File: config.mk
export PLATFORM = sky130hd
export DESIGN_NAME = maze_gen_ctrl_flat
export DESIGN_NICKNAME = d
export VERILOG_FILES = /design/src/rtl/maze_gen_ctrl_if.sv /design/src/rtl/maze_gen_ctrl.sv /design/src/flat_wrapper.sv
export SDC_FILE = /design/constraint.sdc
export NUM_CORES = 1
export LEC_CHECK = 0
export ABC_AREA = 0
export BUFFER_PORTS_ARGS = -buffer_cell sky130_fd_sc_hd__buf_2
export CAP_MARGIN = 20
export CORE_AREA = 2 2 233 235
export CTS_BUF_LIST = sky130_fd_sc_hd__clkbuf_4
export DETAILED_ROUTE_END_ITERATION = 8
export DIE_AREA = 0 0 235 237
export PLACE_DENSITY = 0.54
export SKIP_CTS_REPAIR_TIMING = 1
export SLEW_MARGIN = 20
export SYNTH_ARGS = -nofsm -noshare
export SYNTH_HDL_FRONTEND = slang
export SYNTH_SLANG_ARGS = --single-unit
File: constraint.sdc
create_clock -name clk -period 3.2 [get_ports clk]
set_input_delay 0.64 -clock clk [delete_from_list [all_inputs] [get_ports clk]]
set_output_delay 0.64 -clock clk [all_outputs]
set_load 0.02 [all_outputs]
File: src/rtl/maze_gen_ctrl_if.sv
// Carver control/data and renderer read port of the maze generation sequencer.
// master = sequencer side, slave = carver/renderer side.
interface maze_gen_ctrl_if #(
  parameter int unsigned MAZE_W = 16,
  parameter int unsigned MAZE_H = 16
);
  localparam int unsigned CELLS = MAZE_W * MAZE_H;
  localparam int unsigned XW    = $clog2(MAZE_W);
  localparam int unsigned YW    = $clog2(MAZE_H);

  // Carver side
  logic             carver_rst_n;
  logic             carver_start;
  logic [2:0]       carver_x_dim;
  logic [2:0]       carver_y_dim;
  logic             carver_finish;
  logic [CELLS-1:0] carver_maze;

  // Renderer read side
  logic             rd_req;
  logic [XW-1:0]    rd_x;
  logic [YW-1:0]    rd_y;
  logic             rd_valid;
  logic             rd_cell;

  modport master (
    output carver_rst_n, carver_start, carver_x_dim, carver_y_dim,
    input  carver_finish, carver_maze,
    input  rd_req, rd_x, rd_y,
    output rd_valid, rd_cell
  );

  modport slave (
    input  carver_rst_n, carver_start, carver_x_dim, carver_y_dim,
    output carver_finish, carver_maze,
    output rd_req, rd_x, rd_y,
    input  rd_valid, rd_cell
  );
endinterface

File: src/rtl/maze_gen_ctrl.sv
// Maze generation sequencer: launches and supervises the carver, snapshots the
// finished maze and serves single-cell reads with a one-cycle latency.
module maze_gen_ctrl #(
  parameter int unsigned MAZE_W      = 16,
  parameter int unsigned MAZE_H      = 16,
  parameter int unsigned RST_CYCLES  = 2,
  parameter int unsigned TIMEOUT_CYC = 65535
) (
  input  logic             clk,
  input  logic             reset,
  input  logic             new_maze,
  input  logic [2:0]       x_dim_in,
  input  logic [2:0]       y_dim_in,
  maze_gen_ctrl_if.master  bus,
  output logic             maze_ready,
  output logic             busy,
  output logic             timeout_err,
  output logic [7:0]       gen_count
);
  localparam int unsigned CELLS = MAZE_W * MAZE_H;
  localparam int unsigned IW    = $clog2(CELLS);
  localparam int unsigned RW    = (RST_CYCLES > 1) ? $clog2(RST_CYCLES) : 1;

  typedef enum logic [2:0] {
    IDLE,
    LAUNCH,
    CARVE,
    CAPTURE,
    READY,
    ERROR
  } state_t;

  state_t           state_q;
  state_t           state_d;
  logic [RW-1:0]    rst_cnt_q;
  logic [15:0]      tmo_cnt_q;
  logic [CELLS-1:0] snapshot_q;
  logic             accept;
  logic             launch_done;
  logic             carve_expired;
  logic             rd_hit;
  logic [IW-1:0]    rd_idx;

  assign launch_done   = (rst_cnt_q == RW'(RST_CYCLES - 1));
  assign carve_expired = (tmo_cnt_q == 16'(TIMEOUT_CYC - 1));
  assign rd_hit        = (state_q == READY) && bus.rd_req;
  assign rd_idx        = IW'(bus.rd_x) + IW'(MAZE_W) * IW'(bus.rd_y);

  always_comb begin
    accept = 1'b0;
    if (new_maze && (state_q == IDLE || state_q == READY || state_q == ERROR))
      accept = 1'b1;
  end

  // State register
  always_ff @(posedge clk) begin
    if (!reset) state_q <= IDLE;
    else        state_q <= state_d;
  end

  // Next-state logic; finish takes priority over an expiring timeout
  always_comb begin
    state_d = state_q;
    unique case (state_q)
      IDLE, READY, ERROR: if (new_maze) state_d = LAUNCH;
      LAUNCH:             if (launch_done) state_d = CARVE;
      CARVE: begin
        if (bus.carver_finish)  state_d = CAPTURE;
        else if (carve_expired) state_d = ERROR;
      end
      CAPTURE:            state_d = READY;
      default:            state_d = IDLE;
    endcase
  end

  // Control outputs are pure decodes of the registered state
  always_comb begin
    bus.carver_rst_n = 1'b0;
    bus.carver_start = 1'b0;
    busy             = 1'b0;
    maze_ready       = 1'b0;
    unique case (state_q)
      LAUNCH:  busy = 1'b1;
      CARVE, CAPTURE: begin
        bus.carver_rst_n = 1'b1;
        bus.carver_start = 1'b1;
        busy             = 1'b1;
      end
      READY: begin
        bus.carver_rst_n = 1'b1;
        maze_ready       = 1'b1;
      end
      default: ;
    endcase
  end

  // Launch/timeout counters, dimension latch, status and snapshot
  always_ff @(posedge clk) begin
    if (!reset) begin
      rst_cnt_q        <= '0;
      tmo_cnt_q        <= '0;
      bus.carver_x_dim <= '0;
      bus.carver_y_dim <= '0;
      timeout_err      <= 1'b0;
      gen_count        <= '0;
      snapshot_q       <= '0;
    end else begin
      if (state_q == LAUNCH) rst_cnt_q <= rst_cnt_q + RW'(1);
      else                   rst_cnt_q <= '0;

      if (state_q == CARVE) tmo_cnt_q <= tmo_cnt_q + 16'd1;
      else                  tmo_cnt_q <= '0;

      if (accept) begin
        bus.carver_x_dim <= (x_dim_in == 3'd0) ? 3'd1 : x_dim_in;
        bus.carver_y_dim <= (y_dim_in == 3'd0) ? 3'd1 : y_dim_in;
        timeout_err      <= 1'b0;
      end else if (state_q == CARVE && state_d == ERROR) begin
        timeout_err <= 1'b1;
      end

      if (state_q == CAPTURE) begin
        snapshot_q <= bus.carver_maze;
        gen_count  <= gen_count + 8'd1;
      end
    end
  end

  // Read port: one request per cycle, served only while READY
  always_ff @(posedge clk) begin
    if (!reset) begin
      bus.rd_valid <= 1'b0;
      bus.rd_cell  <= 1'b0;
    end else begin
      bus.rd_valid <= rd_hit;
      if (rd_hit) bus.rd_cell <= snapshot_q[rd_idx];
    end
  end

  a_start_implies_out_of_reset: assert property (
    @(posedge clk) disable iff (!reset) bus.carver_start |-> bus.carver_rst_n);

  a_timeout_only_in_error: assert property (
    @(posedge clk) disable iff (!reset) timeout_err |-> (state_q == ERROR));

endmodule
File: src/flat_wrapper.sv
// flat-port wrapper written by rule: the top's interface ports become plain ports
module maze_gen_ctrl_flat 
#(
  parameter int unsigned MAZE_W      = 16,
  parameter int unsigned MAZE_H      = 16,
  parameter int unsigned RST_CYCLES  = 2,
  parameter int unsigned TIMEOUT_CYC = 65535
)
  (clk, reset, new_maze, x_dim_in, y_dim_in, maze_ready, busy, timeout_err, gen_count, bus_carver_rst_n, bus_carver_start, bus_carver_x_dim, bus_carver_y_dim, bus_carver_finish, bus_carver_maze, bus_rd_req, bus_rd_x, bus_rd_y, bus_rd_valid, bus_rd_cell);
  maze_gen_ctrl_if #(.MAZE_W(MAZE_W), .MAZE_H(MAZE_H)) bus_i ();
  input  logic clk;
  input  logic reset;
  input  logic new_maze;
  input  logic [2:0] x_dim_in;
  input  logic [2:0] y_dim_in;
  output logic maze_ready;
  output logic busy;
  output logic timeout_err;
  output logic [7:0] gen_count;
  output wire logic [$bits(bus_i.carver_rst_n)-1:0] bus_carver_rst_n;
  output wire logic [$bits(bus_i.carver_start)-1:0] bus_carver_start;
  output wire logic [$bits(bus_i.carver_x_dim)-1:0] bus_carver_x_dim;
  output wire logic [$bits(bus_i.carver_y_dim)-1:0] bus_carver_y_dim;
  input wire logic [$bits(bus_i.carver_finish)-1:0] bus_carver_finish;
  input wire logic [$bits(bus_i.carver_maze)-1:0] bus_carver_maze;
  input wire logic [$bits(bus_i.rd_req)-1:0] bus_rd_req;
  input wire logic [$bits(bus_i.rd_x)-1:0] bus_rd_x;
  input wire logic [$bits(bus_i.rd_y)-1:0] bus_rd_y;
  output wire logic [$bits(bus_i.rd_valid)-1:0] bus_rd_valid;
  output wire logic [$bits(bus_i.rd_cell)-1:0] bus_rd_cell;
  assign bus_carver_rst_n = bus_i.carver_rst_n;
  assign bus_carver_start = bus_i.carver_start;
  assign bus_carver_x_dim = bus_i.carver_x_dim;
  assign bus_carver_y_dim = bus_i.carver_y_dim;
  assign bus_i.carver_finish = bus_carver_finish;
  assign bus_i.carver_maze = bus_carver_maze;
  assign bus_i.rd_req = bus_rd_req;
  assign bus_i.rd_x = bus_rd_x;
  assign bus_i.rd_y = bus_rd_y;
  assign bus_rd_valid = bus_i.rd_valid;
  assign bus_rd_cell = bus_i.rd_cell;
  maze_gen_ctrl #(.MAZE_W(MAZE_W), .MAZE_H(MAZE_H), .RST_CYCLES(RST_CYCLES), .TIMEOUT_CYC(TIMEOUT_CYC)) u_core (.clk(clk), .reset(reset), .new_maze(new_maze), .x_dim_in(x_dim_in), .y_dim_in(y_dim_in), .bus(bus_i), .maze_ready(maze_ready), .busy(busy), .timeout_err(timeout_err), .gen_count(gen_count));
endmodule
Yosys cells after proc, flatten, opt, wreduce, memory -nomap -nowiden
Cells that the tools add are included.
- equal/unequal tests: 7
- reductions and logical operators: 15
- muxes and demuxes: 14
- bitwise logic cells: 1
- add/subtract/negate cells: 4
- order comparisons: 1
- operators with widths (kind ; number):
    2-to-1 mux 3 bit ; 6
    adder 16 x 1 -> 16 bit, second input constant ; 1
    == test 16 bit, second input constant ; 1
    case mux 3 bit (4 select lines) ; 1
    == test 3 bit, second input constant ; 3
    logical NOT 3 bit ; 3
    < comparator 8 x 9 -> 1 bit, second input constant ; 1
    OR reduction 3 bit ; 3
    adder 4 x 8 -> 8 bit ; 1
    adder 8 x 1 -> 8 bit, second input constant ; 1
    binary-select mux 1 bit (select 8 bit) ; 1
    == test 3 x 2 -> 1 bit, second input constant ; 2
    2-to-1 mux 1 bit ; 6
    AND reduction 2 bit ; 2
    OR reduction 2 bit ; 2
    == test 3 x 1 -> 1 bit, second input constant ; 1
    logical AND 1 bit ; 3
    logical OR 1 bit ; 2
    adder 1 bit, second input constant ; 1
    NOT 1 bit ; 1
- output and inout port bits: 21
- register bits after elaboration: 293

Longest topological paths before layout
- word-level depth: 6
- gate-level depth with buffers: 10
- gate-level depth less buffers: 7

Worst setup path after synthesis
Ideal clock, no wire load.
- kind: input -> register
- from: input bus_rd_x[0]
- to: register u_core.bus.rd_cell
- stages on the path: 9
- required time: 3.074 ns
- setup slack: 0.834 ns
- arrival: 2.240 ns
- setup time: 0.126 ns
- cell sequence: buf_6 -> buf_6 -> buf_4 -> mux4_2 -> a22oi_1 -> nand2_1 -> a211o_1 -> nand4_1 -> nand3_1
- cells in the longest elaborated chain, start to end: 3
- RTL lines (what ; RTL line ; source):
    start, declared ; flat_wrapper.sv:27 ; input wire logic [$bits(bus_i.rd_x)-1:0] bus_rd_x;
    adder 4 x 8 -> 8 bit ; maze_gen_ctrl.sv:47 ; assign rd_idx = IW'(bus.rd_x) + IW'(MAZE_W) * IW'(bus.rd_y);
    binary-select mux 1 bit (select 8 bit) ; maze_gen_ctrl.sv:136 ; if (rd_hit) bus.rd_cell <= snapshot_q[rd_idx];
    2-to-1 mux 1 bit (not written as such) ; maze_gen_ctrl.sv:136 ;
    end signal, assigned ; maze_gen_ctrl.sv:136 ;
    end, declared ; maze_gen_ctrl_if.sv:30 ; output rd_valid, rd_cell
Every way passes these cells. The select of a mux whose other input is x is not followed.
A chain may end at the register's enable or synchronous reset.

Worst setup path in the final report
- from: register u_core.state_q[2]
- to: output bus_carver_rst_n
- cells in the longest elaborated chain, start to end: 3
- elaborated cells on any way between the ends: 5
- RTL lines (what ; RTL line ; source):
    start, declared ; maze_gen_ctrl.sv:33 ; state_t state_q;
    start signal, assigned ; maze_gen_ctrl.sv:58 ; else state_q <= state_d;
    == test 3 x 2 -> 1 bit or == test 3 bit (tied branches) ; maze_gen_ctrl.sv:82 ; unique case (state_q)
    OR reduction 3 bit (no line) * ; - ;
    2-to-1 mux 1 bit * ; maze_gen_ctrl.sv:82 ;
    end, declared ; flat_wrapper.sv:20 ; output wire logic [$bits(bus_i.carver_rst_n)-1:0] bus_carver_rst_n;
Every way passes the cells marked *; elsewhere a longest branch is shown, timed or not.

==> flow_summary.html <==
<table>
<tr><th>Metric</th><th>Value</th></tr>
<tr><th colspan="2">Worst hold path</th></tr>
<tr><td>Path type of the worst min-delay path</td><td>in2reg</td></tr>
<tr><td>Cells on Worst Hold Path</td><td>3</td></tr>
<tr><th colspan="2">Routing</th></tr>
<tr><td>Wire length reported by the detailed router</td><td>44.54 mm</td></tr>
<tr><td>Via Count</td><td>11380</td></tr>
<tr><td>Total DRC errors in the routed layout</td><td>0</td></tr>
<tr><td>TritonRoute pass-1 iters</td><td>5</td></tr>
<tr><td>Initial DRC Count</td><td>786</td></tr>
<tr><td>Average detailed-routed wire length per instance</td><td>17.78 µm</td></tr>
<tr><td>Number of nets with antenna violations after detailed routing</td><td>0</td></tr>
<tr><td>Mean number of vias per cell</td><td>4.542</td></tr>
<tr><th colspan="2">Setup path</th></tr>
<tr><td>Timing startpoint of the critical path</td><td>u_core.state_q[2]</td></tr>
<tr><td>Worst reg2reg path startpoint</td><td>u_core.state_q[2]</td></tr>
<tr><td>Cell depth of the worst flop-to-flop path</td><td>5</td></tr>
<tr><td>Crit path to</td><td>bus_carver_rst_n</td></tr>
<tr><td>Crit path arrival time</td><td>2290 ps</td></tr>
<tr><td>Critical path start-end classification</td><td>reg2out</td></tr>
<tr><td>Highest net fanout along the worst path</td><td>8</td></tr>
<tr><td>Worst EP required</td><td>2560 ps</td></tr>
<tr><td>FF-to-FF End</td><td>u_core.snapshot_q[144]</td></tr>
<tr><td>Nature of the critical path endpoint</td><td>output pin</td></tr>
<tr><td>Kind of start point of the critical path</td><td>flip-flop</td></tr>
<tr><td>Worst R2R Setup Slack</td><td>970 ps</td></tr>
<tr><th colspan="2">STA</th></tr>
<tr><td>Final count of pins violating max slew</td><td>0</td></tr>
<tr><td>Final period util</td><td>91.70%</td></tr>
<tr><td>Fmax achieved</td><td>340.8 MHz</td></tr>
<tr><td>Crit path setup slack, layout</td><td>265.5 ps</td></tr>
<tr><td>Number of failing hold endpoints at the final stage</td><td>0</td></tr>
<tr><td>Largest clock skew in the final design</td><td>24.66 ps</td></tr>
<tr><td>Final critical path time including I/O delays and setup</td><td>2934 ps</td></tr>
<tr><td>Total negative setup slack</td><td>0 ps</td></tr>
<tr><td>Count of final setup violators</td><td>0</td></tr>
<tr><td>Setup repair after global routing missed its margin</td><td>no</td></tr>
<tr><td>Transition time at the pin with the least slew margin</td><td>766.8 ps</td></tr>
<tr><td>Tightest slew margin relative to the limit</td><td>48.77%</td></tr>
<tr><th colspan="2">Place</th></tr>
<tr><td>Estimated wirelength of the detail-placed design</td><td>32.76 mm</td></tr>
<tr><td>Post-placement worst setup slack</td><td>187.0 ps</td></tr>
<tr><td>GP Congestion</td><td>0.8231</td></tr>
<tr><td>PortBufs</td><td>295</td></tr>
<tr><th colspan="2">Finish</th></tr>
<tr><td>Fillers</td><td>5686</td></tr>
<tr><td>Finished Core Util</td><td>30.52%</td></tr>
<tr><td>Most common library cell in the layout ignoring fill and taps</td><td>nand2_1</td></tr>
<tr><td>Total area of sequential cells</td><td>5866 µm²</td></tr>
<tr><td>Top library cells by usage in the layout, fill and taps aside</td><td>535 x nand2_1, 293 x dfxtp_1, 292 x buf_2, 258 x a21boi_0, 127 x clkbuf_4</td></tr>
<tr><td>Synthesis-to-finish area growth</td><td>23.78%</td></tr>
<tr><td>Fraction of layout cells with a size suffix above 1</td><td>28.20%</td></tr>
<tr><td>Combined area of the multi-input logic cells</td><td>6738 µm²</td></tr>
<tr><td>Final net count</td><td>2028</td></tr>
<tr><th colspan="2">Floorplan</th></tr>
<tr><td>Die span in y</td><td>237 µm</td></tr>
<tr><td>Row count</td><td>85</td></tr>
<tr><td>Initial cell density of the core</td><td>24.66%</td></tr>
<tr><td>Area of the die</td><td>55700 µm²</td></tr>
<tr><td>Core region area</td><td>53280 µm²</td></tr>
<tr><td>Ports</td><td>296</td></tr>
<tr><td>Die span in x</td><td>235 µm</td></tr>
<tr><th colspan="2">Yosys</th></tr>
<tr><td>Seq cells post-synth</td><td>293</td></tr>
<tr><td>Synthesized instance count</td><td>1462</td></tr>
<tr><td>Post-Synthesis Net Count</td><td>1740</td></tr>
<tr><td>Cell type with the largest total area after synthesis</td><td>dfxtp_1</td></tr>
<tr><td>Async set-or-reset flop fraction in the synthesized netlist</td><td>0%</td></tr>
<tr><td>Per-instance average area after synthesis</td><td>8.986 µm²</td></tr>
<tr><td>Number of library cell types mapped by synthesis</td><td>56</td></tr>
<tr><td>Number of synthesized flops with an enable pin</td><td>0</td></tr>
<tr><td>Seq/Total Area, Yosys</td><td>44.65%</td></tr>
<tr><td>Cell area after technology mapping</td><td>13140 µm²</td></tr>
<tr><td>Yosys warning count</td><td>0</td></tr>
<tr><td>Biggest area contributors in the synthesized netlist</td><td>dfxtp_1 45%, nand2_1 15%, a21boi_0 15%, mux4_2 9.6%, clkbuf_1 2.1%</td></tr>
<tr><td>Most instantiated flip-flop cell in the synthesis netlist</td><td>dfxtp_1</td></tr>
<tr><td>Fraction of synthesized cell area taken by the top area cell type</td><td>44.65%</td></tr>
<tr><th colspan="2">GRT</th></tr>
<tr><td>First-pass GRT wire length</td><td>67.19 mm</td></tr>
<tr><td>Gr usage total</td><td>15.82%</td></tr>
<tr><td>Pin count of the biggest net entering global routing</td><td>147</td></tr>
<tr><td>Number of global-route vias before repair</td><td>11450</td></tr>
<tr><td>Number of antenna violations at the first check in global routing</td><td>5</td></tr>
<tr><td>Global route total overflow</td><td>0</td></tr>
<tr><th colspan="2">Run status</th></tr>
<tr><td>Status</td><td>completed</td></tr>
<tr><th colspan="2">Clock network</th></tr>
<tr><td>Clock buffer count from CTS</td><td>86</td></tr>
<tr><td>Clock-pin slew on the worst setup and hold paths</td><td>60 ps</td></tr>
<tr><td>Clock buffer depth</td><td>3</td></tr>
<tr><td>Insertion delay of the later-clocked pin in the worst-skew pair</td><td>780 ps</td></tr>
<tr><td>Clock sinks</td><td>293</td></tr>
<tr><td>Clock tree from TritonCTS</td><td>done</td></tr>
<tr><td>Clock root cell</td><td>clkbuf_4</td></tr>
<tr><td>Maximum level of the CTS H-tree</td><td>3</td></tr>
<tr><th colspan="2">Run</th></tr>
<tr><td>Total of max-cap violations</td><td>0</td></tr>
<tr><th colspan="2">Power</th></tr>
<tr><td>Total leakage power</td><td>5.962 nW</td></tr>
<tr><td>Pwr/cell area</td><td>481.0 nW/µm²</td></tr>
<tr><td>Peak supply drop</td><td>0.0001760 V</td></tr>
</table>
-- through the flow --
step / instance area [µm²] / power (mW) / hold WS [ps] / instances
finish: 16260 / 7.821 / 96.10 / 2505
CTS: 16250 / 7.979 / -17.45 / 2501
global placement: 15190 / 4.323 / 451.7 / 2358
floorplan: 13140 / 4.046 / 437.1 / 1462
detailed placement: 15190 / 4.333 / 456.1 / 2358
global route: 16260 / 8.222 / 11.85 / 2505
-- area by class of cell --
cell class                      count  area share [%]
Multi-Input combinational cell   1050           41.43
Sequential cell                   293           36.07
Timing Repair Buffer              314           10.41
Clock buffer                      127           5.863
Tap cell                          696           5.355
Clock inverter                     16          0.6925
Inverter                            5          0.1154
Antenna cell                        4         0.06155
-- metal layers --
layer	global-route usage, %	wire [µm]	up-vias	share of wire, %
met3	3.812	2401	75	5.4
met2	25.16	20790	327	47
met1	20.22	19960	5388	45
li1	-	-	5588	-
met4	7.346	1394	0	3.1
met5	0	0	-	0
-- cell families after synthesis --
family / share of synthesized area (%)
buf+inv: 4.143
compound gates: 17.13
fa+ha+maj: 0.2857
xor+xnor: 1.133
simple gates: 19.88
flops: 44.65
mux: 12.78
-- synthesized netlist by cell type (2+ instances only) --
| cell type | n |
|---|---|
| a21boi_0 | 258 |
| buf_4 | 3 |
| nor4b_1 | 3 |
| a21oi_1 | 8 |
| or3_1 | 4 |
| nor2_1 | 25 |
| mux2_2 | 3 |
| nor3b_1 | 3 |
| xnor2_1 | 8 |
| o21ai_0 | 7 |
| o211ai_1 | 2 |
| nand2b_1 | 4 |
| mux2i_1 | 20 |
| nand3_1 | 18 |
| nor3_2 | 2 |
| nor3_1 | 6 |
| o211a_1 | 2 |
| buf_2 | 32 |
| xor2_1 | 9 |
| nor4_1 | 3 |
| nand2_1 | 536 |
| mux4_1 | 7 |
| and2_1 | 9 |
| nand4_1 | 6 |
| dfxtp_1 | 293 |
| clkbuf_1 | 73 |
| a22oi_1 | 3 |
| buf_6 | 4 |
| ha_1 | 3 |
| mux4_2 | 56 |
| and3_1 | 6 |
| a211oi_1 | 2 |
| o32ai_1 | 3 |
| nor2b_1 | 12 |
| o22ai_1 | 2 |
| inv_1 | 4 |
| a22o_1 | 4 |
-- how the worst min path moves through the flow --
| stage | startpoint | to |
|---|---|---|
| 6_report | bus_carver_maze[33] | u_core.snapshot_q[33] |
| 5_1_grt | bus_carver_maze[33] | u_core.snapshot_q[33] |
| 4_1_cts | bus_carver_maze[33] | u_core.snapshot_q[33] |
| 3_5_place_dp | u_core.snapshot_q[82] | u_core.snapshot_q[82] |
| 3_3_place_gp | u_core.snapshot_q[17] | u_core.snapshot_q[17] |
| 2_1_floorplan | u_core.tmo_cnt_q[0] | u_core.tmo_cnt_q[0] |
-- worst max-delay path, stage by stage (launching register included) --
cell and delay (ps):
dfxtp_1 460, nor3b_1 670, or2_2 230, buf_2 150
-- where the power goes --
| group | total (mW) | switching [mW] | internal [mW] |
|---|---|---|---|
| logic | 0.539 | 0.280 | 0.259 |
| registers | 3.70 | 0.0243 | 3.68 |
| clock network | 3.58 | 1.63 | 1.95 |
-- flip-flops by register name, summed over array words and instances, names as in the netlist --
name                     cells
u_core.gen_count             8
u_core.snapshot_q          256
u_core.state_q               3
u_core.bus.rd_valid          1
u_core.tmo_cnt_q            16
u_core.launch_done           1
u_core.timeout_err           1
u_core.bus.carver_y_dim      3
u_core.bus.rd_cell           1
u_core.bus.carver_x_dim      3
Note: power is estimated with default switching activity, not from simulation.
